[src/rtl/wb_intercon_pkg.sv]
// Shared definitions for the Wishbone single-master interconnect.
// Holds the default bus geometry, the default address map (base and mask per
// slot, packed slot i at [i*AW +: AW]) and the priority one-hot helper used
// by the address decoder.
package wb_intercon_pkg;

  localparam int unsigned AwDef = 32;
  localparam int unsigned DwDef = 32;
  localparam int unsigned NsDef = 6;

  // Widest slave count the priority helper handles.
  localparam int unsigned MaxNs = 32;

  // Slot 5 down to slot 0.
  localparam logic [NsDef*AwDef-1:0] SlaveAdrDef = {
    32'h2800_0000, 32'h2300_0000, 32'h2100_0000,
    32'h2000_0000, 32'h1000_0000, 32'h0000_0000
  };

  localparam logic [NsDef*AwDef-1:0] AdrMaskDef = {NsDef{32'hFF00_0000}};

  // Keep only the lowest set bit of match.
  function automatic logic [MaxNs-1:0] onehot_first(input logic [MaxNs-1:0] match);
    logic [MaxNs-1:0] oh;
    logic             found;
    oh    = '0;
    found = 1'b0;
    for (int i = 0; i < MaxNs; i++) begin
      if (match[i] && !found) begin
        oh[i] = 1'b1;
        found = 1'b1;
      end
    end
    return oh;
  endfunction

endpackage

[src/rtl/wb_intercon_decoder.sv]
// Combinational address decoder for the Wishbone interconnect.
// Ports:
//   adr_i      master address
//   base_i     packed per-slot base addresses
//   mask_i     packed per-slot address masks
//   sel_o      one-hot slot select, lowest matching index wins
//   unmapped_o no slot matches the address
module wb_intercon_decoder
  import wb_intercon_pkg::*;
#(
  parameter int unsigned AW = AwDef,
  parameter int unsigned NS = NsDef
) (
  input  logic [AW-1:0]    adr_i,
  input  logic [NS*AW-1:0] base_i,
  input  logic [NS*AW-1:0] mask_i,
  output logic [NS-1:0]    sel_o,
  output logic             unmapped_o
);

  logic [NS-1:0]    match;
  logic [MaxNs-1:0] match_ext;
  logic [MaxNs-1:0] sel_ext;
  logic             unused_sel;

  always_comb begin
    match = '0;
    for (int i = 0; i < NS; i++) begin
      match[i] = ((adr_i & mask_i[i*AW +: AW]) == base_i[i*AW +: AW]);
    end
  end

  assign match_ext  = MaxNs'(match);
  assign sel_ext    = onehot_first(match_ext);
  assign sel_o      = sel_ext[NS-1:0];
  assign unmapped_o = ~|match;

  // Upper select bits are always zero; fold them away.
  assign unused_sel = ^sel_ext;

endmodule

[src/rtl/wb_interconnect.sv]
// Single-master to NS-slave Wishbone address decoder and response mux.
// Slaves share the master cyc/we/sel/adr/dat lines; only stb is routed.
// Unmapped accesses are answered by an internal default responder.
// Optional watchdog enabled by defining WB_INTERCON_TIMEOUT_EN: a mapped
// slave that does not ack within TIMEOUT cycles gets answered with
// DEFAULT_DATA and its strobe is withdrawn for that cycle.
// Ports:
//   wb_clk_i   clock
//   wb_rst_ni  asynchronous active-low reset
//   wbm_adr_i  master address
//   wbm_stb_i  master strobe
//   wbm_dat_o  read data to master
//   wbm_ack_o  acknowledge to master
//   wbs_stb_o  per-slave strobe
//   wbs_dat_i  packed slave read data, slot i at [i*DW +: DW]
//   wbs_ack_i  per-slave acknowledge
module wb_interconnect
  import wb_intercon_pkg::*;
#(
  parameter int unsigned       AW           = AwDef,
  parameter int unsigned       DW           = DwDef,
  parameter int unsigned       NS           = NsDef,
  parameter logic [NS*AW-1:0]  SLAVE_ADR    = SlaveAdrDef,
  parameter logic [NS*AW-1:0]  ADR_MASK     = AdrMaskDef,
  parameter logic [DW-1:0]     DEFAULT_DATA = {DW{1'b1}},
  parameter int unsigned       TIMEOUT      = 255
) (
  input  logic             wb_clk_i,
  input  logic             wb_rst_ni,
  input  logic [AW-1:0]    wbm_adr_i,
  input  logic             wbm_stb_i,
  output logic [DW-1:0]    wbm_dat_o,
  output logic             wbm_ack_o,
  output logic [NS-1:0]    wbs_stb_o,
  input  logic [NS*DW-1:0] wbs_dat_i,
  input  logic [NS-1:0]    wbs_ack_i
);

  logic [NS-1:0] sel;
  logic          unmapped;
  logic          mapped;
  logic          slv_ack;
  logic [DW-1:0] slv_dat;
  logic          dflt_ack_q, dflt_ack_d;
  logic          to_hit;
  logic          ack_int;
  logic [DW-1:0] dat_int;

  wb_intercon_decoder #(
    .AW (AW),
    .NS (NS)
  ) u_decoder (
    .adr_i      (wbm_adr_i),
    .base_i     (SLAVE_ADR),
    .mask_i     (ADR_MASK),
    .sel_o      (sel),
    .unmapped_o (unmapped)
  );

  assign mapped = ~unmapped;

  // sel is one-hot, so at most one slot drives the mux.
  always_comb begin
    slv_ack = 1'b0;
    slv_dat = '0;
    for (int i = 0; i < NS; i++) begin
      if (sel[i]) begin
        slv_ack = wbs_ack_i[i];
        slv_dat = wbs_dat_i[i*DW +: DW];
      end
    end
  end

  // Self-clearing term makes a held strobe ack every second cycle.
  assign dflt_ack_d = wbm_stb_i & unmapped & ~dflt_ack_q;

  always_ff @(posedge wb_clk_i or negedge wb_rst_ni) begin
    if (!wb_rst_ni) begin
      dflt_ack_q <= 1'b0;
    end else begin
      dflt_ack_q <= dflt_ack_d;
    end
  end

`ifdef WB_INTERCON_TIMEOUT_EN
  localparam int unsigned CntW = (TIMEOUT > 0) ? $clog2(TIMEOUT + 1) : 1;

  logic [CntW-1:0] to_cnt_q, to_cnt_d;

  assign to_hit = wbm_stb_i & mapped & ~slv_ack & (to_cnt_q == CntW'(TIMEOUT));

  always_comb begin
    to_cnt_d = to_cnt_q;
    if (!wbm_stb_i || !mapped || slv_ack || to_hit) begin
      to_cnt_d = '0;
    end else begin
      to_cnt_d = to_cnt_q + 1'b1;
    end
  end

  always_ff @(posedge wb_clk_i or negedge wb_rst_ni) begin
    if (!wb_rst_ni) begin
      to_cnt_q <= '0;
    end else begin
      to_cnt_q <= to_cnt_d;
    end
  end
`else
  logic unused_timeout;

  assign to_hit         = 1'b0;
  assign unused_timeout = ^TIMEOUT;
`endif

  always_comb begin
    ack_int = 1'b0;
    dat_int = '0;
    if (to_hit) begin
      ack_int = 1'b1;
      dat_int = DEFAULT_DATA;
    end else if (mapped) begin
      ack_int = slv_ack;
      dat_int = slv_dat;
    end else if (dflt_ack_q) begin
      ack_int = 1'b1;
      dat_int = DEFAULT_DATA;
    end
  end

  // Read data stays a pure mux during reset; handshakes are held off.
  assign wbm_dat_o = dat_int;
  assign wbm_ack_o = wb_rst_ni & ack_int;
  assign wbs_stb_o = (wb_rst_ni & ~to_hit) ? ({NS{wbm_stb_i}} & sel) : '0;

endmodule

[config.mk]
export PLATFORM = sky130hd
export DESIGN_NAME = wb_interconnect
export DESIGN_NICKNAME = d
export VERILOG_FILES = /design/src/rtl/wb_intercon_pkg.sv /design/src/rtl/wb_intercon_decoder.sv /design/src/rtl/wb_interconnect.sv
export SDC_FILE = /design/constraint.sdc
export NUM_CORES = 1
export LEC_CHECK = 0
export ABC_CLOCK_PERIOD_IN_PS = 1800
export BUFFER_PORTS_ARGS = -buffer_cell sky130_fd_sc_hd__buf_4
export CORE_AREA = 2 2 106 108
export CTS_BUF_LIST = sky130_fd_sc_hd__clkbuf_8 sky130_fd_sc_hd__clkbuf_16
export CTS_CLUSTER_SIZE = 10
export DETAILED_ROUTE_END_ITERATION = 10
export DIE_AREA = 0 0 108 110
export GPL_TIMING_DRIVEN = 0
export PLACE_DENSITY = 0.57
export SETUP_SLACK_MARGIN = 0.05
export SLEW_MARGIN = 30
export SYNTH_ARGS = -nofsm -noshare
export SYNTH_HDL_FRONTEND = slang
export SYNTH_SLANG_ARGS = --single-unit
export TNS_END_PERCENT = 5
[constraint.sdc]
create_clock -name wb_clk_i -period 1.8 [get_ports wb_clk_i]
set_input_delay 0.18 -clock wb_clk_i [delete_from_list [all_inputs] [get_ports wb_clk_i]]
set_output_delay 0.18 -clock wb_clk_i [all_outputs]
set_load 0.05 [all_outputs]
After elaboration in Yosys (flattened, before gate mapping)
Cells that the tools add are included.
{ "classes": {"eq_ne": 5, "muxes": 27, "bitwise": 5, "reduce_logical": 13} }
{ "ops": {"columns": ["cell", "count"], "rows": [
  ["$mux W32", 8],
  ["$eq A8 B6 Y1 const B", 4],
  ["$logic_not A32 Y1", 1],
  ["$mux W1", 18],
  ["$eq A8 B5 Y1 const B", 1],
  ["$and A6 B6 Y6", 1],
  ["$logic_not A1 Y1", 6],
  ["$mux W6", 1],
  ["$reduce_or A6 Y1", 1],
  ["$logic_and A1 B1 Y1", 5],
  ["$and A1 B1 Y1", 3],
  ["$not A1 Y1", 1]
]} }
{ "totals": {"regBits": 1, "input_bits": 233, "out_inout_bits": 39, "wordCells": 51} }

Depth between registers and ports, before layout
{ "depth": {"word_depth": 20, "ltp_mapped": 10} }

Modules after synthesis
Synthesis repeated with hierarchy kept, for this count alone.
{ "unflattened": {"cells_unflattened": 825, "area_unflattened_um2": 5635.4} }
{ "modules_own_cells": {"columns": ["mod", "instances", "cells_each", "area_per_inst_um2", "seq_area_each_um2"], "rows": [
  ["wb_intercon_decoder", 1, 529, 3547.2, 0.0],
  ["wb_interconnect", 1, 296, 2088.3, 25.0]
]} }

Worst setup path after synthesis
No wires, ideal clock.
{ "synth_timing": {"kind": "input to output", "start": "input port wbm_adr_i[29]", "end": "output port wbs_stb_o[3]", "arrival_time_ns": 2.659, "t_required_ns": 1.620, "slack_ns": -1.039, "cell_stages": 7, "path_cell_list": "buf_6 nand2b_4 buf_6 or3_4 buf_2 buf_2 nor4_1"} }
{ "synth_via": {"elab_chain_cells": 13, "elab_cells_between_ends": 16} }
{ "synth_lines": {"columns": ["item", "line", "rtl"], "rows": [
  ["from (decl)", "wb_interconnect.sv:30", "input logic [AW-1:0] wbm_adr_i,"],
  ["$logic_not A32 Y1", "wb_intercon_decoder.sv:29", "match[i] = ((adr_i & mask_i[i*AW +: AW]) == base_i[i*AW +: AW]);"],
  ["$mux W1", "wb_intercon_pkg.sv:29", "if (match[i] && !found) begin"],
  ["$logic_not A1 Y1", "wb_intercon_pkg.sv:29", null],
  ["$logic_and A1 B1 Y1", "wb_intercon_pkg.sv:29", null],
  ["$mux W1", "wb_intercon_pkg.sv:29", null],
  ["$logic_not A1 Y1", "wb_intercon_pkg.sv:29", null],
  ["$logic_and A1 B1 Y1", "wb_intercon_pkg.sv:29", null],
  ["$mux W1", "wb_intercon_pkg.sv:29", null],
  ["$logic_not A1 Y1", "wb_intercon_pkg.sv:29", null],
  ["$logic_and A1 B1 Y1 (*)", "wb_intercon_pkg.sv:29", null],
  ["$mux W1 (*)", "wb_intercon_pkg.sv:29", null],
  ["$and A6 B6 Y6 (*)", "wb_interconnect.sv:133", "assign wbs_stb_o = (wb_rst_ni & ~to_hit) ? ({NS{wbm_stb_i}} & sel) : '0;"],
  ["$mux W6 (*)", "wb_interconnect.sv:133", null],
  ["to (decl)", "wb_interconnect.sv:34", "output logic [NS-1:0] wbs_stb_o,"]
]} }
Every way passes the cells marked *; elsewhere a longest branch is shown, timed or not.

Final worst setup path
{ "layout_timing": {"start": "input port wbm_adr_i[31]", "end": "output port wbm_dat_o[17]"} }
{ "layout_via": {"elab_chain_cells": 19, "elab_cells_between_ends": 34} }
{ "layout_lines": {"columns": ["item", "line", "rtl"], "rows": [
  ["$logic_not A32 Y1", "wb_intercon_decoder.sv:29", null],
  ["$mux W1", "wb_intercon_pkg.sv:29", null],
  ["$logic_not A1 Y1", "wb_intercon_pkg.sv:29", null],
  ["$logic_and A1 B1 Y1", "wb_intercon_pkg.sv:29", null],
  ["$mux W1", "wb_intercon_pkg.sv:29", null],
  ["$logic_not A1 Y1", "wb_intercon_pkg.sv:29", null],
  ["$logic_and A1 B1 Y1", "wb_intercon_pkg.sv:29", null],
  ["$mux W1", "wb_intercon_pkg.sv:29", null],
  ["[... 3 more ...]", null, null],
  ["$logic_not A1 Y1", "wb_intercon_pkg.sv:29", null],
  ["$logic_and A1 B1 Y1", "wb_intercon_pkg.sv:29", null],
  ["$mux W1", "wb_intercon_pkg.sv:29", null],
  ["$logic_not A1 Y1", "wb_intercon_pkg.sv:29", null],
  ["$logic_and A1 B1 Y1", "wb_intercon_pkg.sv:29", null],
  ["$mux W1", "wb_intercon_pkg.sv:29", null],
  ["$mux W32", "wb_interconnect.sv:67", "if (sel[i]) begin"],
  ["$mux W32 (*)", "wb_interconnect.sv:121", "end else if (mapped) begin"],
  ["to (decl)", "wb_interconnect.sv:32", "output logic [DW-1:0] wbm_dat_o,"]
]} }
Marked as above.

==> results.md <==
* Status: finished, violations left
* Failing checks: setup timing
* PortBufs at 243
* Synth cell types at 45
* Post-synthesis mux area share at 18.7%
* Number of global-route vias before repair at 4038
* Die width at 108 um
* Largest net degree at the start of global routing at 11
* Ys Warns at 0
* Largest stage delay, worst path at 380 ps
* Crit. End Element: output port
* Final instance area at 0.00520 sq mm
* Final setup TNS at -2420 ps
* Synth Area in Simple Gates at 24.9%
* Slew HR at 59.5%
* Global-route usage over all layers at 21.8%
* DR WL met3 at 964 um
* Largest family of logic cells by synthesized area: compound AO/OA/AOI/OAI gates
* Crit-path leading delay family: buffers and inverters
* RSZ-0062 raised after global routing: yes
* Max-slew violation count at 0
* EDFF count, synth at 0
* Sequential Area at 25.0 sq um
* Crit path cell chain: buf_8 > or3_4 > buf_6 > o221a_1 > buf_6 > buf_12 > a221oi_4 > o21ai_2 > buf_6
* DIE AREA at 0.0119 sq mm
* Met1 WL at 5630 um
* Nets at 870
* Gpl congestion at 0.831
* Register clock-pin slew on the reported worst setup and hold paths at 0 ps
* Power Density at 262 mW/mm^2
* DP Worst Slack at -541 ps
* Xor and xnor area share after synthesis at 0%
* FFs w/ async S/R, synth at 100%
* Max-cap violation count at 0
* I/O pin cnt at 272
* Grt total ovfl at 0
* First-pass GRT wire length at 20500 um
* Fin cells at 775
* Final WL at 13900 um
* Layout cells sized above 1 at 59.5%
* Clock skew at 0 ps
* Vias per std cell at 5.00
* WP data required at 1620 ps
* Combined area of the multi-input logic cells at 0.00245 sq mm
* Top_reg_cell synth: dfrtp_1
* Fillers at 1063
* Initial Util at 20.9%
* Most common cell after layout, fill and taps aside: buf_4
* Peak supply drop at 167 uV
* Setup CP Type: primary input to output port
* Register bank with the most flops: dflt_ack_q
* Area Growth Syn to Fin at 133%
* Crit-path most repeated cell: buf_6
* Area after DPL at 0.00440 sq mm
* Max reg flops at 1
* Ant diodes at 0
* Synth Instances at 376
* DRC Markers at 0
* Final hold violation count at 0
* Area of the core at 0.0107 sq mm
* Worst-Margin Slew at 607 ps
* Compound-Gate Fraction of Synth Area at 45.0%
* Top flop regs: dflt_ack_q x1
* Synthesized cell area at 0.00223 sq mm
* Max frequency at 513 MHz
* WL/cell at 17.9 um
* Setup crit start kind: primary input
* Antenna violations before repair at 0
* Placed insts at 759
* Final Cycle Share at 108%
* Seq cells post-synth at 1
* Pre-Repair DR Iteration Count at 4
* Worst setup margin at -150 ps
* Post-DP HPWL at 10900 um
* Critical-path top delay cell: or3_4
* Pleak at 2.33 nW
* Crit path DAT at 1770 ps
* Uppermost layer routed: met4
* Die height at 110 um
* DRT antenna net count at 0
* Hold WC Path Type: primary input to flop
* Synth Area in Adders at 0%
* Endpoints failing setup at 35
* Clk_lat worst skew at 0 ps
* Net Count, Synth at 609
* Via count at 3872
* Syn_area_per_cell at 5.94 sq um
* Crit-path max FO at 7
* Post-synthesis sequential area ratio at 1.12%
* Row count at 38
* CP bufs+invs at 5
* Final min period at 1950 ps
* Commonest cells after routing, fill and taps aside: buf_4, nand2_1, buf_6
* DRT iter0 DRCs at 138
* Met2 wire length at 7170 um
==> cells in the mapped netlist, drive strengths merged (2+ instances only) <==
master	count	area share (%)
a221oi	5	2.0
a21oi	58	13
a21boi	2	0.67
nor3b	2	0.67
mux2	6	3.0
buf	25	7.4
clkbuf	16	2.7
nand2b	2	0.90
o21bai	2	0.67
nor2	44	7.5
nor4	3	0.84
o2bb2ai	10	3.9
mux2i	35	16
o21ai	72	16
nor2b	3	0.84
or3	4	1.3
nand2	53	8.9
a222oi	5	2.2
nor3	7	1.8
and3	2	0.56
o211ai	5	1.7
==> worst paths after layout <==
check / startpoint / end / slack (ps) / cells after the start
worst max register to register: dflt_ack_q$_DFF_PN0_ / dflt_ack_q$_DFF_PN0_ / 1070 / 1
min in group asynchronous: wb_rst_ni / dflt_ack_q$_DFF_PN0_ / 520 / 2
max in group asynchronous: wb_rst_ni / dflt_ack_q$_DFF_PN0_ / 1170 / 2
worst min-delay path: wbm_stb_i / dflt_ack_q$_DFF_PN0_ / 500 / 2
worst min register to register: dflt_ack_q$_DFF_PN0_ / dflt_ack_q$_DFF_PN0_ / 550 / 1
worst max-delay path: wbm_adr_i[31] / wbm_dat_o[17] / -150 / 9
==> where the power goes <==
group | leakage, nW | internal, mW | switching (mW)
registers | 0.0125 | 0.0246 | 0.00277
clock network | 0 | 0 | 0
logic | 2.32 | 0.660 | 0.675
==> area by class of cell <==
| class | instances | area share [%] |
|---|---|---|
| sequential | 1 | 0.481 |
| tap | 140 | 3.37 |
| inverter | 1 | 0.0722 |
| timing repair buffer | 262 | 41.9 |
| multi-input combinational | 333 | 47.2 |
| buffer | 38 | 7.01 |
==> through the flow <==
| step | utilization, % | power, mW | hold WS (ps) |
|---|---|---|---|
| 5_1_grt | 48.6 | 1.45 | 502 |
| 3_5_place_dp | 41.1 | 1.17 | -22.1 |
| 6_report | 48.6 | 1.36 | 495 |
| 3_3_place_gp | 41.1 | 1.16 | -26.4 |
| 2_1_floorplan | - | 0.613 | -116 |
| 4_1_cts | 47.2 | 1.33 | 490 |
==> per-layer routing <==
metal  vias to the layer above  track usage [%]
met1                      1774             25.5
met4                         0             2.20
met3                        10             3.47
met2                       182             43.0
met5                         -                0
li1                       1906                -
==> cells by family (layout without fill, tap and decap cells) <==
family	after synthesis	count (layout)
buf+inv	42	301
flops	1	1
compound gates	168	168
mux	41	41
simple gates	124	124
==> timing repair <==
action	4_1_cts	5_1_grt
endpoints found under the hold margin	1	0
endpoints found under the setup margin	37	38
resized for setup	124	35
buffers inserted	13	4
hold buffers	1	0
gates cloned	1	0
pin swaps	11	7
Power figures use the tool's default switching activity.
